<file path="src/rtl/reconfig_multi_pkg.sv">
// Shared constants and state encoding for the reconfig_multi scheduler slice.
package reconfig_multi_pkg;
  localparam int DATA_W = 32;
  localparam logic [DATA_W-1:0] K_S0 = 32'd12305;
  localparam logic [DATA_W-1:0] K_S1 = 32'd20746;

  typedef enum logic [1:0] {
    IDLE = 2'd0,
    CALC = 2'd1,
    RESP = 2'd2
  } state_t;
endpackage

</file>
<file path="src/rtl/reconfig_multi.sv">
// Combinational constant multiplier: y = x * (s ? 20746 : 12305), truncated to 32 bits.
module reconfig_multi
  import reconfig_multi_pkg::*;
(
  input  logic [DATA_W-1:0] x,
  input  logic              s,
  output logic [DATA_W-1:0] y
);
  logic [DATA_W-1:0] k;

  assign k = s ? K_S1 : K_S0;
  assign y = x * k;
endmodule

</file>
<file path="src/rtl/reconfig_multi_sched.sv">
// Round-robin two-requester front end for the shared reconfig_multi multiplier,
// with registered operands/result and per-requester completion counters.
module reconfig_multi_sched
  import reconfig_multi_pkg::*;
#(
  parameter int CNT_W = 16
) (
  input  logic              clk,
  input  logic              rst,
  input  logic              req0_valid,
  input  logic [DATA_W-1:0] req0_x,
  input  logic              req0_s,
  output logic              req0_ready,
  input  logic              req1_valid,
  input  logic [DATA_W-1:0] req1_x,
  input  logic              req1_s,
  output logic              req1_ready,
  output logic              rsp_valid,
  input  logic              rsp_ready,
  output logic [DATA_W-1:0] rsp_y,
  output logic              rsp_id,
  output logic [CNT_W-1:0]  done_cnt0,
  output logic [CNT_W-1:0]  done_cnt1,
  output logic              busy
);
  // Handshakes: a transfer happens on a rising edge where valid && ready are
  // both high; requesters hold valid/x/s until ready, the consumer sees
  // rsp_y/rsp_id stable while rsp_valid is high and rsp_ready is low.

  state_t            state;
  state_t            state_nxt;
  logic [DATA_W-1:0] op_x;
  logic              op_s;
  logic              op_id;
  logic              last_grant;
  logic              accept;
  logic              grant_id;
  logic              rsp_fire;
  logic [DATA_W-1:0] mult_y;

  reconfig_multi u_mult (
    .x (op_x),
    .s (op_s),
    .y (mult_y)
  );

  always_comb begin
    state_nxt  = state;
    req0_ready = 1'b0;
    req1_ready = 1'b0;
    accept     = 1'b0;
    grant_id   = 1'b0;
    rsp_valid  = 1'b0;
    rsp_fire   = 1'b0;
    case (state)
      IDLE: begin
        // On a tie the requester not granted last time wins.
        if (req0_valid && (!req1_valid || last_grant)) begin
          req0_ready = 1'b1;
          accept     = 1'b1;
          grant_id   = 1'b0;
          state_nxt  = CALC;
        end else if (req1_valid) begin
          req1_ready = 1'b1;
          accept     = 1'b1;
          grant_id   = 1'b1;
          state_nxt  = CALC;
        end
      end
      CALC: state_nxt = RESP;
      RESP: begin
        rsp_valid = 1'b1;
        if (rsp_ready) begin
          rsp_fire  = 1'b1;
          state_nxt = IDLE;
        end
      end
      default: state_nxt = IDLE;
    endcase
  end

  always_ff @(posedge clk) begin
    if (rst) begin
      state      <= IDLE;
      op_x       <= '0;
      op_s       <= 1'b0;
      op_id      <= 1'b0;
      last_grant <= 1'b1;
      rsp_y      <= '0;
      rsp_id     <= 1'b0;
      done_cnt0  <= '0;
      done_cnt1  <= '0;
    end else begin
      state <= state_nxt;
      if (accept) begin
        op_x       <= grant_id ? req1_x : req0_x;
        op_s       <= grant_id ? req1_s : req0_s;
        op_id      <= grant_id;
        last_grant <= grant_id;
      end
      if (state == CALC) begin
        rsp_y  <= mult_y;
        rsp_id <= op_id;
      end
      if (rsp_fire) begin
        if (rsp_id) done_cnt1 <= done_cnt1 + CNT_W'(1);
        else        done_cnt0 <= done_cnt0 + CNT_W'(1);
      end
    end
  end

  assign busy = (state != IDLE);
endmodule

</file>
<file path="config.mk">
export PLATFORM = sky130hd
export DESIGN_NAME = reconfig_multi_sched
export DESIGN_NICKNAME = d
export VERILOG_FILES = /design/src/rtl/reconfig_multi_pkg.sv /design/src/rtl/reconfig_multi.sv /design/src/rtl/reconfig_multi_sched.sv
export SDC_FILE = /design/constraint.sdc
export NUM_CORES = 1
export LEC_CHECK = 0
export CAP_MARGIN = 30
export CELL_PAD_IN_SITES_DETAIL_PLACEMENT = 1
export CELL_PAD_IN_SITES_GLOBAL_PLACEMENT = 1
export CORE_UTILIZATION = 43
export CTS_CLUSTER_SIZE = 28
export DETAILED_ROUTE_END_ITERATION = 16
export GPL_ROUTABILITY_DRIVEN = 0
export GPL_TIMING_DRIVEN = 0
export PLACE_DENSITY = 0.85
export SYNTH_ARGS = -nofsm -noshare
export SYNTH_HDL_FRONTEND = slang
export SYNTH_HIERARCHICAL = 1
export SYNTH_SLANG_ARGS = --single-unit
</file>
<file path="constraint.sdc">
create_clock -name clk -period 7.3 [get_ports clk]
set_clock_uncertainty 0.15 [all_clocks]
set_input_delay 1.46 -clock clk [delete_from_list [all_inputs] [get_ports clk]]
set_output_delay 1.46 -clock clk [all_outputs]
set_load 0.03 [all_outputs]
</file>
==> reports/results.env <==
OUTCOME='finished clean'
SETUP-VIOLATIONS-FINAL=0
IO_PINS=140
RATIO_OF_FINAL_MINIMUM_PERIOD_TO_CLOCK_PERIOD_PCT=96.1
AVGVIACOUNTPERCELL=5.30
WORSTPATHREQUIRED_NS=7.45
FP.COREAREA_UM2=22900
DRT_ITER0_MARKERS=463
STARTING_UTILIZATION_OF_THE_CORE_AREA_PCT=44.4
SHARE_OF_SYNTHESIZED_FLIP_FLOPS_WITH_AN_ASYNCHRONOUS_SET_OR_RESET_PCT=0
CRITICAL_PATH.MAX_FANOUT=10
CTS_HOLD_BUFS=0
CTS_POST_SETUP_BUFFERS_INSERTED=0
MAXIMUM_NUMBER_OF_PINS_ON_ONE_NET_BEFORE_GLOBAL_ROUTE_REPAIR=22
ROUTED_WIRE_LENGTH_PER_INSTANCE_UM=17.8
CLOCK_SINK_COUNT=102
TIMING.MAX_CAP.VIOLATIONS=0
TIMING.HOLD.WORST.CLASS='reg2reg'
POWER_DENSITY_nW_PER_UM2=410
LEAKAGE_nW=5.78
CTS_HTREE_LEVELS=3
GR-TOTAL-OVERFLOW=0
FINALWORSTPATHREQUIREDPERIOD_NS=7.02
NUMBER_OF_PLACED_INSTANCES_TAPS_INCLUDED=1719
AREA_OF_COMBINATIONAL_CELLS_WITH_MULTIPLE_INPUTS_UM2=7350
TOTALWIRELENGTH_MM=30.8
MAX-CLOCK-PATH-BUFFERS=2
DIE_W_UM=156
ANTENNADIODECOUNT=0
SYNTH-SEQ-AREA-SHARE_PCT=20.0
PLACE_AREA_UM2=12200
FILL_CELLS=2819
POWER.IR.VDD_WORST_mV=0.254
CRIT_PATH_START_KIND='register'
POST-PLACE-WS_NS=-0.0860
PLACE.DETAILED.HPWL_MM=25.0
DETAIL_ROUTE.DRC_VIOLATIONS=0
YS_TOP_CELLS_BY_AREA='fa_1, dfxtp_1, ha_1'
CLK-INSERTION-DELAY-LATE_NS=0.37
GRT_SETUP_UNREPAIRED='no'
AREA.GROWTH.SYNTH_TO_FINAL_PCT=22.7
STDCELL_COUNT=1735
DETAIL-ROUTE-ANTENNA-NETS=0
SEQCELLAREA_UM2=2040
NUMBER_OF_GLOBAL_ROUTE_VIAS_BEFORE_REPAIR=10000
SYNTH_ENABLE_FLOP_CELLS=0
SETUP.WORST_PATH.END_CLASS='register'
NETS=1707
PATH_CELLS='clkbuf_1 > clkbuf_2 > o21ai_0 > ha_1 > ha_1 > inv_1 > fa_1 > inv_1 > fa_1 > fa_1 > inv_1 > fa_1 > inv_1 > ha_1 > nand3_1 > a211o_1 > a31o_1 > a21oi_1 > nand4b_1 > a31oi_1 > xnor2_1 > nand2_1 > a21oi_1'
CTS_RESIZED=2
PIN_SLEW_WITH_THE_LEAST_HEADROOM_TO_ITS_LIMIT_NS=0.708
FINALMAXSLEWVIOLATIONS=0
CLOCK-ROOT-BUFFER='clkbuf_16'
SYNTH.CELL_AREA_UM2=10200
POSTSYNTHAREAPERCELL_UM2=8.38
SYNTH_TOP_AREA_CELL='fa_1'
YOSYS_MOST_USED_DFF='dfxtp_1'
TIMING.CRITICAL_PATH.ARRIVAL_NS=7.16
MAX_FREQ_GHz=0.143
SYNTH-WARNING-COUNT=6
FP.DIEAREA_UM2=24300
SUM_OF_INTERNAL_SWITCHING_AND_LEAKAGE_POWER_mW=5.12
YS_TYPES=60
CTS_BUFFERS=9
CRITICAL_PATH_CLASS='reg2reg'
DRT_FIRST_PASS_ITERS=4
SYNTH_TOP_AREA_SHARE_PCT=21.0
TRITONCTS='done'
ROUTE.VIAS.TOTAL=9193
GLOBAL_ROUTER_S_OVERALL_RESOURCE_USAGE_PCT=26.7
FIRST_PASS_GRT_WIRE_LENGTH_MM=50.4
WORST_PATH_LARGEST_CELL_DELAY_NS=0.56
YOSYS.CELL_COUNT.TOP_TYPE='inv_1'
WORST_SLEW_MARGIN_REL_PCT=52.6
ROW_COUNT=55
DIE_H_UM=156
CRIT_SLOWEST_CELL='fa_1'
SYNTH.TOP_CELLS.BY_COUNT='inv_1, nand2_1, a21oi_1'
FINAL_CRITICAL_PATH_SETUP_SLACK_NS=0.285
CLKSLEWWORSTSETUPHOLDPATHS_NS=0.08
LAYOUT-DRIVE-GT1-SHARE_PCT=3.45
NUMBER_OF_ANTENNA_VIOLATIONS_AT_THE_FIRST_CHECK_IN_GLOBAL_ROUTING=0
SYNTH.FF_LATCH_COUNT=102
HOLD_VIOLATIONS=0
LAYOUT.CELL_AREA.NON_FILLER_UM2=12500
PORT_BUFFERS=139
SYNTHCELLS=1215
[critical path, delay by kind of cell, from the launching register on]
| kind | cells | cell delay (ns) |
|---|---|---|
| AOI/OAI and AO/OA | 6 | 1.34 |
| xor gates and xnor gates | 1 | 0.30 |
| adders and majority gates | 7 | 3.19 |
| buffers and inverters | 6 | 1.09 |
| DFF | 1 | 0.43 |
| and+or+nand+nor | 3 | 0.42 |
[final timing paths]
| check | startpoint | end | slack, ns | depth (start not counted) |
|---|---|---|---|---|
| setup / recovery | op_s | rsp_y[31] | 0.28 | 23 |
| hold / removal | rsp_y[4] | rsp_y[4] | 0.31 | 2 |
| setup reg to reg | op_s | rsp_y[31] | 0.28 | 23 |
| hold reg to reg | rsp_y[4] | rsp_y[4] | 0.31 | 2 |
[flip-flops by register name (all words and copies together) (netlist names)]
signal and count:
op_x 32, last_grant 1, done_cnt0 16, state 2, rsp_id 1, done_cnt1 16
op_s 1, op_id 1, rsp_y 32
[cells by family (layout without fill, tap and decap cells)]
| logic type | count (synthesis) | in the layout | share of synthesized area, % |
|---|---|---|---|
| AO/OA/AOI/OAI | 256 | 256 | 15.4 |
| XOR/XNOR | 51 | 51 | 4.39 |
| adder cells (fa/ha/maj) | 219 | 219 | 34.8 |
| buffers and inverters | 263 | 418 | 9.80 |
| flip-flops | 102 | 102 | 20.0 |
| multiplexers | 6 | 6 | 0.602 |
| other | 2 | 54 | 0.0737 |
| AND/OR/NAND/NOR | 316 | 316 | 14.9 |
[layout make-up]
cell class              instances  area share (%)
inverters                     199            5.98
clock inverters                 7           0.691
well taps                     313            3.14
flip-flops and latches        102            16.4
plain buffers                  64            2.08
repair buffers                139            11.1
multi-input cells             902            58.8
clock buffers                   9            1.80
[routing by layer]
metal	global-route usage [%]	part of all wire [%]	vias to the layer above
li1	-	-	4347
met1	30.6	41	4564
met2	48.8	52	213
met3	4.03	3.5	69
met4	11.7	3.9	0
met5	0	0	-
[power breakdown]
part | internal, mW | total (mW) | leakage (nW) | switching [mW]
Clock | 0.248 | 0.522 | 0.151 | 0.274
Sequential | 0.620 | 0.671 | 0.833 | 0.0515
Combinational | 1.56 | 3.92 | 4.80 | 2.36
[stage by stage]
stage / util, % / TNS, ns / hold WS [ns]
after floorplan: - / 0 / 0.282
after global placement: 53.1 / 0 / 0.294
after detailed placement: 53.1 / -0.0860 / 0.297
after CTS: 54.4 / 0 / 0.309
after global routing: 54.5 / 0 / 0.331
final: 54.5 / 0 / 0.307
[cell usage in the layout, fill, tap and decap left out, types with 3 or more instances in the layout]
cell type / count
clkbuf_2: 4
inv_1: 199
xor2_1: 15
o21bai_1: 4
mux2i_1: 5
and4_1: 4
clkbuf_1: 49
nand2b_1: 6
a21o_1: 11
a21boi_0: 4
o221ai_1: 33
nor3_1: 5
conb_1: 54
buf_2: 9
ha_1: 112
o21a_1: 4
fa_1: 107
a31oi_1: 5
nand3_1: 18
nor3b_1: 3
nor4_1: 6
and2_1: 14
or3_1: 13
a211oi_1: 5
a21oi_1: 133
and3_1: 5
clkbuf_16: 9
nand4_1: 11
nand2_1: 150
nor2b_1: 16
dfxtp_1: 101
a211o_1: 3
clkdlybuf4s50_1: 139
o211ai_1: 5
or2_2: 4
o21ai_0: 31
nor2_1: 48
xnor2_1: 36
o21ai_1: 3
Power figures use the tool's default switching activity.
